File: config.mk
export PLATFORM = sky130hd
export DESIGN_NAME = axi_burst_addr_gen
export DESIGN_NICKNAME = d
export VERILOG_FILES = /design/src/rtl/memcopy_pkg.sv /design/src/rtl/burst_len_calc.sv /design/src/rtl/axi_burst_addr_gen.sv
export SDC_FILE = /design/constraint.sdc
export NUM_CORES = 1
export LEC_CHECK = 0
export ABC_AREA = 1
export BUFFER_PORTS_ARGS = -buffer_cell sky130_fd_sc_hd__buf_4
export CAP_MARGIN = 30
export CORE_MARGIN = 10
export CORE_UTILIZATION = 58
export CTS_CLUSTER_SIZE = 30
export DETAILED_ROUTE_END_ITERATION = 16
export PLACE_DENSITY = 0.93
export SLEW_MARGIN = 25
export SYNTH_ARGS = -nofsm -noshare
export SYNTH_HDL_FRONTEND = slang
export SYNTH_SLANG_ARGS = --single-unit
export TNS_END_PERCENT = 30
File: constraint.sdc
create_clock -name clk -period 5.2 [get_ports clk]
set_input_delay 1.04 -clock clk [delete_from_list [all_inputs] [get_ports clk]]
set_output_delay 1.04 -clock clk [all_outputs]
set_load 0.1 [all_outputs]
File: src/rtl/memcopy_pkg.sv
// Shared definitions for the memcopy address-channel burst generators.
package memcopy_pkg;

  // One-hot controller states.
  typedef enum logic [4:0] {
    ST_IDLE  = 5'b00001,
    ST_CALC  = 5'b00010,
    ST_SEND  = 5'b00100,
    ST_DRAIN = 5'b01000,
    ST_DONE  = 5'b10000
  } state_e;

  // AXI bursts must not cross a 4KB page.
  localparam int unsigned PAGE_BYTES = 4096;
  localparam int unsigned PAGE_SHIFT = 12;

  localparam int unsigned DEF_DATA_WIDTH = 512;

  // Bytes per beat for a given AXI data width.
  function automatic int unsigned beat_bytes(input int unsigned data_width);
    return data_width / 8;
  endfunction

  // log2 of the beat size; converts beat counts to byte offsets.
  function automatic int unsigned beat_shift(input int unsigned data_width);
    return $clog2(data_width / 8);
  endfunction

endpackage

File: src/rtl/burst_len_calc.sv
// Burst sizing and next-address generation for the AXI burst generator.
// blen_o  = min(len_cfg+1, beats left in the 4KB page, remaining beats).
// next_addr_o = address after a burst of blen_cur_i beats, folded back
// into the 2^(12+wrap_len) window when wrap mode is on.
module burst_len_calc
  import memcopy_pkg::*;
#(
  parameter int unsigned ADDR_WIDTH = 64,
  parameter int unsigned CNT_WIDTH  = 40,
  parameter int unsigned BEAT_SHIFT = 6
) (
  input  logic [ADDR_WIDTH-1:0] cur_addr_i,
  input  logic [CNT_WIDTH-1:0]  remain_i,
  input  logic [7:0]            len_cfg_i,
  input  logic [8:0]            blen_cur_i,
  input  logic                  wrap_mode_i,
  input  logic [3:0]            wrap_len_i,
  input  logic [ADDR_WIDTH-1:0] wrap_base_i,
  output logic [8:0]            blen_o,
  output logic [ADDR_WIDTH-1:0] next_addr_o
);

  localparam int unsigned PW = PAGE_SHIFT + 1;

  logic [PW-1:0]         page_left;
  logic [PW-1:0]         beats_to_page;
  logic [PW-1:0]         cap_cfg;
  logic [PW-1:0]         cap;
  logic [ADDR_WIDTH-1:0] incr_addr;
  logic [ADDR_WIDTH-1:0] win_mask;
  logic [4:0]            win_shift;

  // Burst length: the smallest of the configured cap, page room and remainder.
  always_comb begin
    page_left     = PW'(PAGE_BYTES) - {1'b0, cur_addr_i[PAGE_SHIFT-1:0]};
    beats_to_page = page_left >> BEAT_SHIFT;
    cap_cfg       = {{(PW-8){1'b0}}, len_cfg_i} + PW'(1);
    cap           = (beats_to_page < cap_cfg) ? beats_to_page : cap_cfg;
    if (remain_i < CNT_WIDTH'(cap)) begin
      blen_o = remain_i[8:0];
    end else begin
      blen_o = cap[8:0];
    end
  end

  // Next burst address, with the high bits pinned to the window base in wrap mode.
  always_comb begin
    incr_addr = cur_addr_i + (ADDR_WIDTH'(blen_cur_i) << BEAT_SHIFT);
    win_shift = 5'(PAGE_SHIFT) + {1'b0, wrap_len_i};
    win_mask  = ~({ADDR_WIDTH{1'b1}} << win_shift);
    if (wrap_mode_i) begin
      next_addr_o = (wrap_base_i & ~win_mask) | (incr_addr & win_mask);
    end else begin
      next_addr_o = incr_addr;
    end
  end

endmodule

File: src/rtl/axi_burst_addr_gen.sv
// AXI AR/AW burst generator for the memcopy engines.
// Splits a job of total_beats beats into INCR bursts, limited by the
// configured length, 4KB pages, an optional wrap window and a credit limit
// on outstanding bursts.
//
// state  | meaning
// IDLE   | waiting for start
// CALC   | size the next burst, wait for a credit, or leave on abort/empty
// SEND   | address valid, held stable until axi_ready
// DRAIN  | no more bursts; wait for all responses
// DONE   | one-cycle done pulse
module axi_burst_addr_gen
  import memcopy_pkg::*;
#(
  parameter int unsigned ADDR_WIDTH      = 64,
  parameter int unsigned DATA_WIDTH      = DEF_DATA_WIDTH,
  parameter int unsigned CNT_WIDTH       = 40,
  parameter int unsigned MAX_OUTSTANDING = 8
) (
  input  logic                               clk,
  input  logic                               rst,
  input  logic                               start,
  input  logic                               wrap_mode,
  input  logic [3:0]                         wrap_len,
  input  logic [ADDR_WIDTH-1:0]              start_addr,
  input  logic [CNT_WIDTH-1:0]               total_beats,
  input  logic [7:0]                         burst_len_cfg,
  input  logic                               abort,
  output logic [ADDR_WIDTH-1:0]              axi_addr,
  output logic [7:0]                         axi_len,
  output logic                               axi_valid,
  input  logic                               axi_ready,
  input  logic                               resp_done,
  output logic                               busy,
  output logic                               done,
  output logic                               aborted,
  output logic [$clog2(MAX_OUTSTANDING):0]   outstanding
);

  localparam int unsigned BEAT_BYTES = beat_bytes(DATA_WIDTH);
  localparam int unsigned BEAT_SHIFT = beat_shift(DATA_WIDTH);
  localparam int unsigned OW         = $clog2(MAX_OUTSTANDING) + 1;

  state_e                state_q, state_d;
  logic [ADDR_WIDTH-1:0] cur_addr_q, cur_addr_d;
  logic [ADDR_WIDTH-1:0] base_addr_q, base_addr_d;
  logic [CNT_WIDTH-1:0]  remain_q, remain_d;
  logic [7:0]            len_q, len_d;
  logic [7:0]            cfg_q, cfg_d;
  logic                  wrap_mode_q, wrap_mode_d;
  logic [3:0]            wrap_len_q, wrap_len_d;
  logic [OW-1:0]         out_q, out_d;
  logic                  aborted_q, aborted_d;
  logic                  abort_pend_q, abort_pend_d;

  logic [8:0]            blen_cur;
  logic [8:0]            blen_w;
  logic [ADDR_WIDTH-1:0] next_addr_w;
  logic                  credit_ok;
  logic                  hs;
  logic                  rsp;

  assign blen_cur  = 9'(len_q) + 9'd1;
  assign credit_ok = (out_q < OW'(MAX_OUTSTANDING));
  assign hs        = (state_q == ST_SEND) && axi_ready;
  assign rsp       = resp_done && (out_q != '0);

  burst_len_calc #(
    .ADDR_WIDTH (ADDR_WIDTH),
    .CNT_WIDTH  (CNT_WIDTH),
    .BEAT_SHIFT (BEAT_SHIFT)
  ) u_len_calc (
    .cur_addr_i  (cur_addr_q),
    .remain_i    (remain_q),
    .len_cfg_i   (cfg_q),
    .blen_cur_i  (blen_cur),
    .wrap_mode_i (wrap_mode_q),
    .wrap_len_i  (wrap_len_q),
    .wrap_base_i (base_addr_q),
    .blen_o      (blen_w),
    .next_addr_o (next_addr_w)
  );

  // Controller next-state and job bookkeeping.
  always_comb begin
    state_d      = state_q;
    cur_addr_d   = cur_addr_q;
    base_addr_d  = base_addr_q;
    remain_d     = remain_q;
    len_d        = len_q;
    cfg_d        = cfg_q;
    wrap_mode_d  = wrap_mode_q;
    wrap_len_d   = wrap_len_q;
    aborted_d    = aborted_q;
    abort_pend_d = abort_pend_q;
    case (state_q)
      ST_IDLE: begin
        if (start) begin
          cur_addr_d   = start_addr & ~ADDR_WIDTH'(BEAT_BYTES - 1);
          base_addr_d  = start_addr;
          remain_d     = total_beats;
          cfg_d        = burst_len_cfg;
          wrap_mode_d  = wrap_mode;
          wrap_len_d   = wrap_len;
          aborted_d    = 1'b0;
          abort_pend_d = 1'b0;
          state_d      = ST_CALC;
        end
      end
      ST_CALC: begin
        if ((remain_q == '0) || abort) begin
          abort_pend_d = (remain_q != '0);
          state_d      = ST_DRAIN;
        end else begin
          len_d = 8'(blen_w - 9'd1);
          if (credit_ok) begin
            state_d = ST_SEND;
          end
        end
      end
      ST_SEND: begin
        // Abort is only looked at in CALC so the handshake is never broken.
        if (axi_ready) begin
          remain_d   = remain_q - CNT_WIDTH'(blen_cur);
          cur_addr_d = next_addr_w;
          state_d    = ST_CALC;
        end
      end
      ST_DRAIN: begin
        if (out_q == '0) begin
          if (abort_pend_q) begin
            aborted_d = 1'b1;
          end
          state_d = ST_DONE;
        end
      end
      ST_DONE: begin
        state_d = ST_IDLE;
      end
      default: begin
        state_d = ST_IDLE;
      end
    endcase
  end

  // Outstanding-burst credit counter; a response with nothing in flight is dropped.
  always_comb begin
    out_d = out_q;
    case ({hs, rsp})
      2'b10:   out_d = out_q + OW'(1);
      2'b01:   out_d = out_q - OW'(1);
      default: out_d = out_q;
    endcase
  end

  // State and datapath registers.
  always_ff @(posedge clk) begin
    if (rst) begin
      state_q      <= ST_IDLE;
      cur_addr_q   <= '0;
      base_addr_q  <= '0;
      remain_q     <= '0;
      len_q        <= '0;
      cfg_q        <= '0;
      wrap_mode_q  <= 1'b0;
      wrap_len_q   <= '0;
      out_q        <= '0;
      aborted_q    <= 1'b0;
      abort_pend_q <= 1'b0;
    end else begin
      state_q      <= state_d;
      cur_addr_q   <= cur_addr_d;
      base_addr_q  <= base_addr_d;
      remain_q     <= remain_d;
      len_q        <= len_d;
      cfg_q        <= cfg_d;
      wrap_mode_q  <= wrap_mode_d;
      wrap_len_q   <= wrap_len_d;
      out_q        <= out_d;
      aborted_q    <= aborted_d;
      abort_pend_q <= abort_pend_d;
    end
  end

  assign axi_valid   = (state_q == ST_SEND);
  assign axi_addr    = cur_addr_q;
  assign axi_len     = len_q;
  assign busy        = (state_q != ST_IDLE);
  assign done        = (state_q == ST_DONE);
  assign aborted     = aborted_q;
  assign outstanding = out_q;

endmodule

==> out/qor.yml <==
status: "finished clean"
dpl_cell_area_mm2: 0.01410
dp.cells: 2188
syn_area_per_cell_um2: 6.958
hpwl_um: 29590
via_per_inst: 6.026
holdPathStages: 2
h-tree-depth: 4
cts_resized: 0
pwr-share-seq: 0.257
synth_mux_area_frac: 0
reg2regPathDepth: 32
worstSetupPathType: "register to register"
dieArea_mm2: 0.02776
firstDrtPassIters: 6
grt_pass1_wl_um: 65730
crit_path_start_kind: "register"
vias: 13370
cts.path.max_buffers: 2
wirelength_um: 41090
crit_arrival_ps: 4780
synth-edff-count: 0
synth_xor_area_frac: 0.05970
initial_core_util: 0.5913
antenna_found_initial: 0
tightest_slew_ps: 898.9
slew_viol_final: 0
worst_setup_path_end_kind: "register"
clkLatencyLatePin_ps: 450
wire_per_inst_um: 18.52
gr-usage-all-layers: 0.2803
clock_skew_ps: 15.97
cts_root_buffer: "clkbuf_16"
postCtsSetupBuffers: 0
cp_max_fo: 8
postRouteAntennaNets: 0
synthSimpleGateAreaFrac: 0.2450
worstPathRequired_ps: 5530
synth_most_common_cell: "nand2_1"
ys.flop_type: "dfxtp_1"
rsz0062_at_grt: "no"
drt_iter0_markers: 1375
syn_area_mm2: 0.01247
clkTransAtPathRegs_ps: 80
gp_congestion: 0.9628
drive_above_1_share: 0.1636
finalNetCount: 2098
cap_violations: 0
p_leak_nw: 6.204
grt-ovfl-total: 0
hold_ws_ps: 451.9
cts_buffers: 17
die_y_um: 166.6
finalHoldViolations: 0
setup_viol: 0
instances_no_fill: 2219
synth_top_family_by_area: "simple AND/OR/NAND/NOR gates"
grt_max_degree: 146
core_mm2: 0.02109
slowest_stage: "dfxtp_1"
ys_seq_area_frac: 0.3195
swShare: 0.5532
io_buffers: 202
fin_area_mm2: 0.01469
drc: 0
maxSlewHeadroom: 0.4007
power_density_mw_per_mm2: 631.3
p_int_w: 0.004143
cts_sinks: 199
ys_warn_count: 0
diodes: 0
tns_ps: 0
die_w_um: 166.6
synthTopCellsByArea: "dfxtp_1, nand2_1, a21oi_1"
synth.distinct_cells: 52
ys_seq_elements: 199
synth_fa_ha_area_frac: 0.04495
postCtsHoldBufs: 0
grt_pass1_vias: 12730
r2r_start: "axi_addr[0]"
period_minus_slack_ps: 4452
cts_tree: "yes"
p_sw_w: 0.005128
clkPwrFrac: 0.146
worstSetupStartpoint: "axi_addr[0]"
ir_drop_mv: 0.4975
netlist_top_cells_count: "nand2_1, a21oi_1, dfxtp_1, inv_1, nor2_1"
fin_crit_sh: 0.8562
fillCellCount: 1749
num_rows: 53
yosysTopAreaCell: "dfxtp_1"
io_pins: 203
area_delta_synth_final_pct: 17.77
yosys.area.top_type_share: 0.3195
synthArstFlopShare: 0
multi_input_area_mm2: 0.007337
hp-start: "base_addr_q[29]"
ff_latch_area_mm2: 0.003984
crit_path_frequent_cell: "nand2_1"
combinationalPowerShare: 0.597
fmax_mhz: 224.6
holdCritPathClass: "register to register"
synth_compound_area_frac: 0.2358
syn_inst: 1792
slowest_delay_ps: 350
==> worst paths after layout <==
path / slack, ps / end
max reg2reg: 750 / axi_len[6]
max: 750 / axi_len[6]
min reg2reg: 450 / base_addr_q[29]
min: 450 / base_addr_q[29]
==> worst max-delay path, delay by kind of cell (launching register included) <==
family	cells	cell delay (ps)
AO/OA/AOI/OAI	6	1170
flip-flops	1	350
buffers and inverters	4	290
AND/OR/NAND/NOR	19	1770
adder cells (fa/ha/maj)	3	770
==> power groups by stage <==
stage,clock (W),combinational (W),sequential [W]
floorplan,0,0.00290,0.00365
global placement,0,0.00530,0.00238
detailed placement,0,0.00544,0.00239
CTS,0.00136,0.00548,0.00237
global route,0.00141,0.00601,0.00244
finish,0.00135,0.00554,0.00238
==> through the flow <==
step                power (W)  worst slack (ps)    util
finish               0.009271             747.6  0.6964
global route         0.009858             371.2  0.6964
CTS                  0.009201             837.7  0.6964
detailed placement   0.007832             923.3  0.6686
global placement     0.007682              1064  0.6667
floorplan            0.006555             749.3       -
==> cells by family (layout without fill, tap and decap cells) <==
| logic type | Yosys count | count (layout) |
|---|---|---|
| xor gates and xnor gates | 85 | 85 |
| adders and majority gates | 43 | 43 |
| other | 1 | 2 |
| DFF | 199 | 199 |
| AOI/OAI and AO/OA | 487 | 487 |
| buffers and inverters | 305 | 456 |
| and+or+nand+nor | 672 | 672 |
==> layer usage <==
| metal | routed length, um | part of all wire | global-route usage |
|---|---|---|---|
| met5 | 0 | 0 | 0 |
| met4 | 1457 | 0.035 | 0.1168 |
| met3 | 3353 | 0.082 | 0.05342 |
| met2 | 19170 | 0.47 | 0.4588 |
| met1 | 17110 | 0.42 | 0.3538 |
==> state kept, by name, summed over array words and instances (netlist names) <==
register and cells:
axi_addr 64, base_addr_q 63, remain_q 40, axi_len 8, cfg_q 8, state_q 5
outstanding 4, wrap_len_q 4, abort_pend_q 1, aborted 1, wrap_mode_q 1
==> cell usage in the layout (no fill, tap or decap), drive strengths merged, types with 26 or more instances in the layout <==
master | synthesis | layout
buf | 22 | 213
a21oi | 223 | 223
a221oi | 65 | 65
o21ai | 134 | 134
nor2 | 167 | 167
nand3 | 104 | 104
nand2 | 312 | 312
inv | 209 | 214
o211ai | 26 | 26
dfxtp | 199 | 199
xor2 | 60 | 60
ha | 40 | 40
nor3 | 33 | 33
==> layout make-up <==
type                    count  area share
multi-input cells        1289      0.4996
clock inverters            14     0.01099
well taps                 275     0.02343
clock buffers              17     0.02897
inverters                 212     0.05427
flip-flops and latches    199      0.2713
repair buffers            213      0.1114
Power figures use the tool's default switching activity.
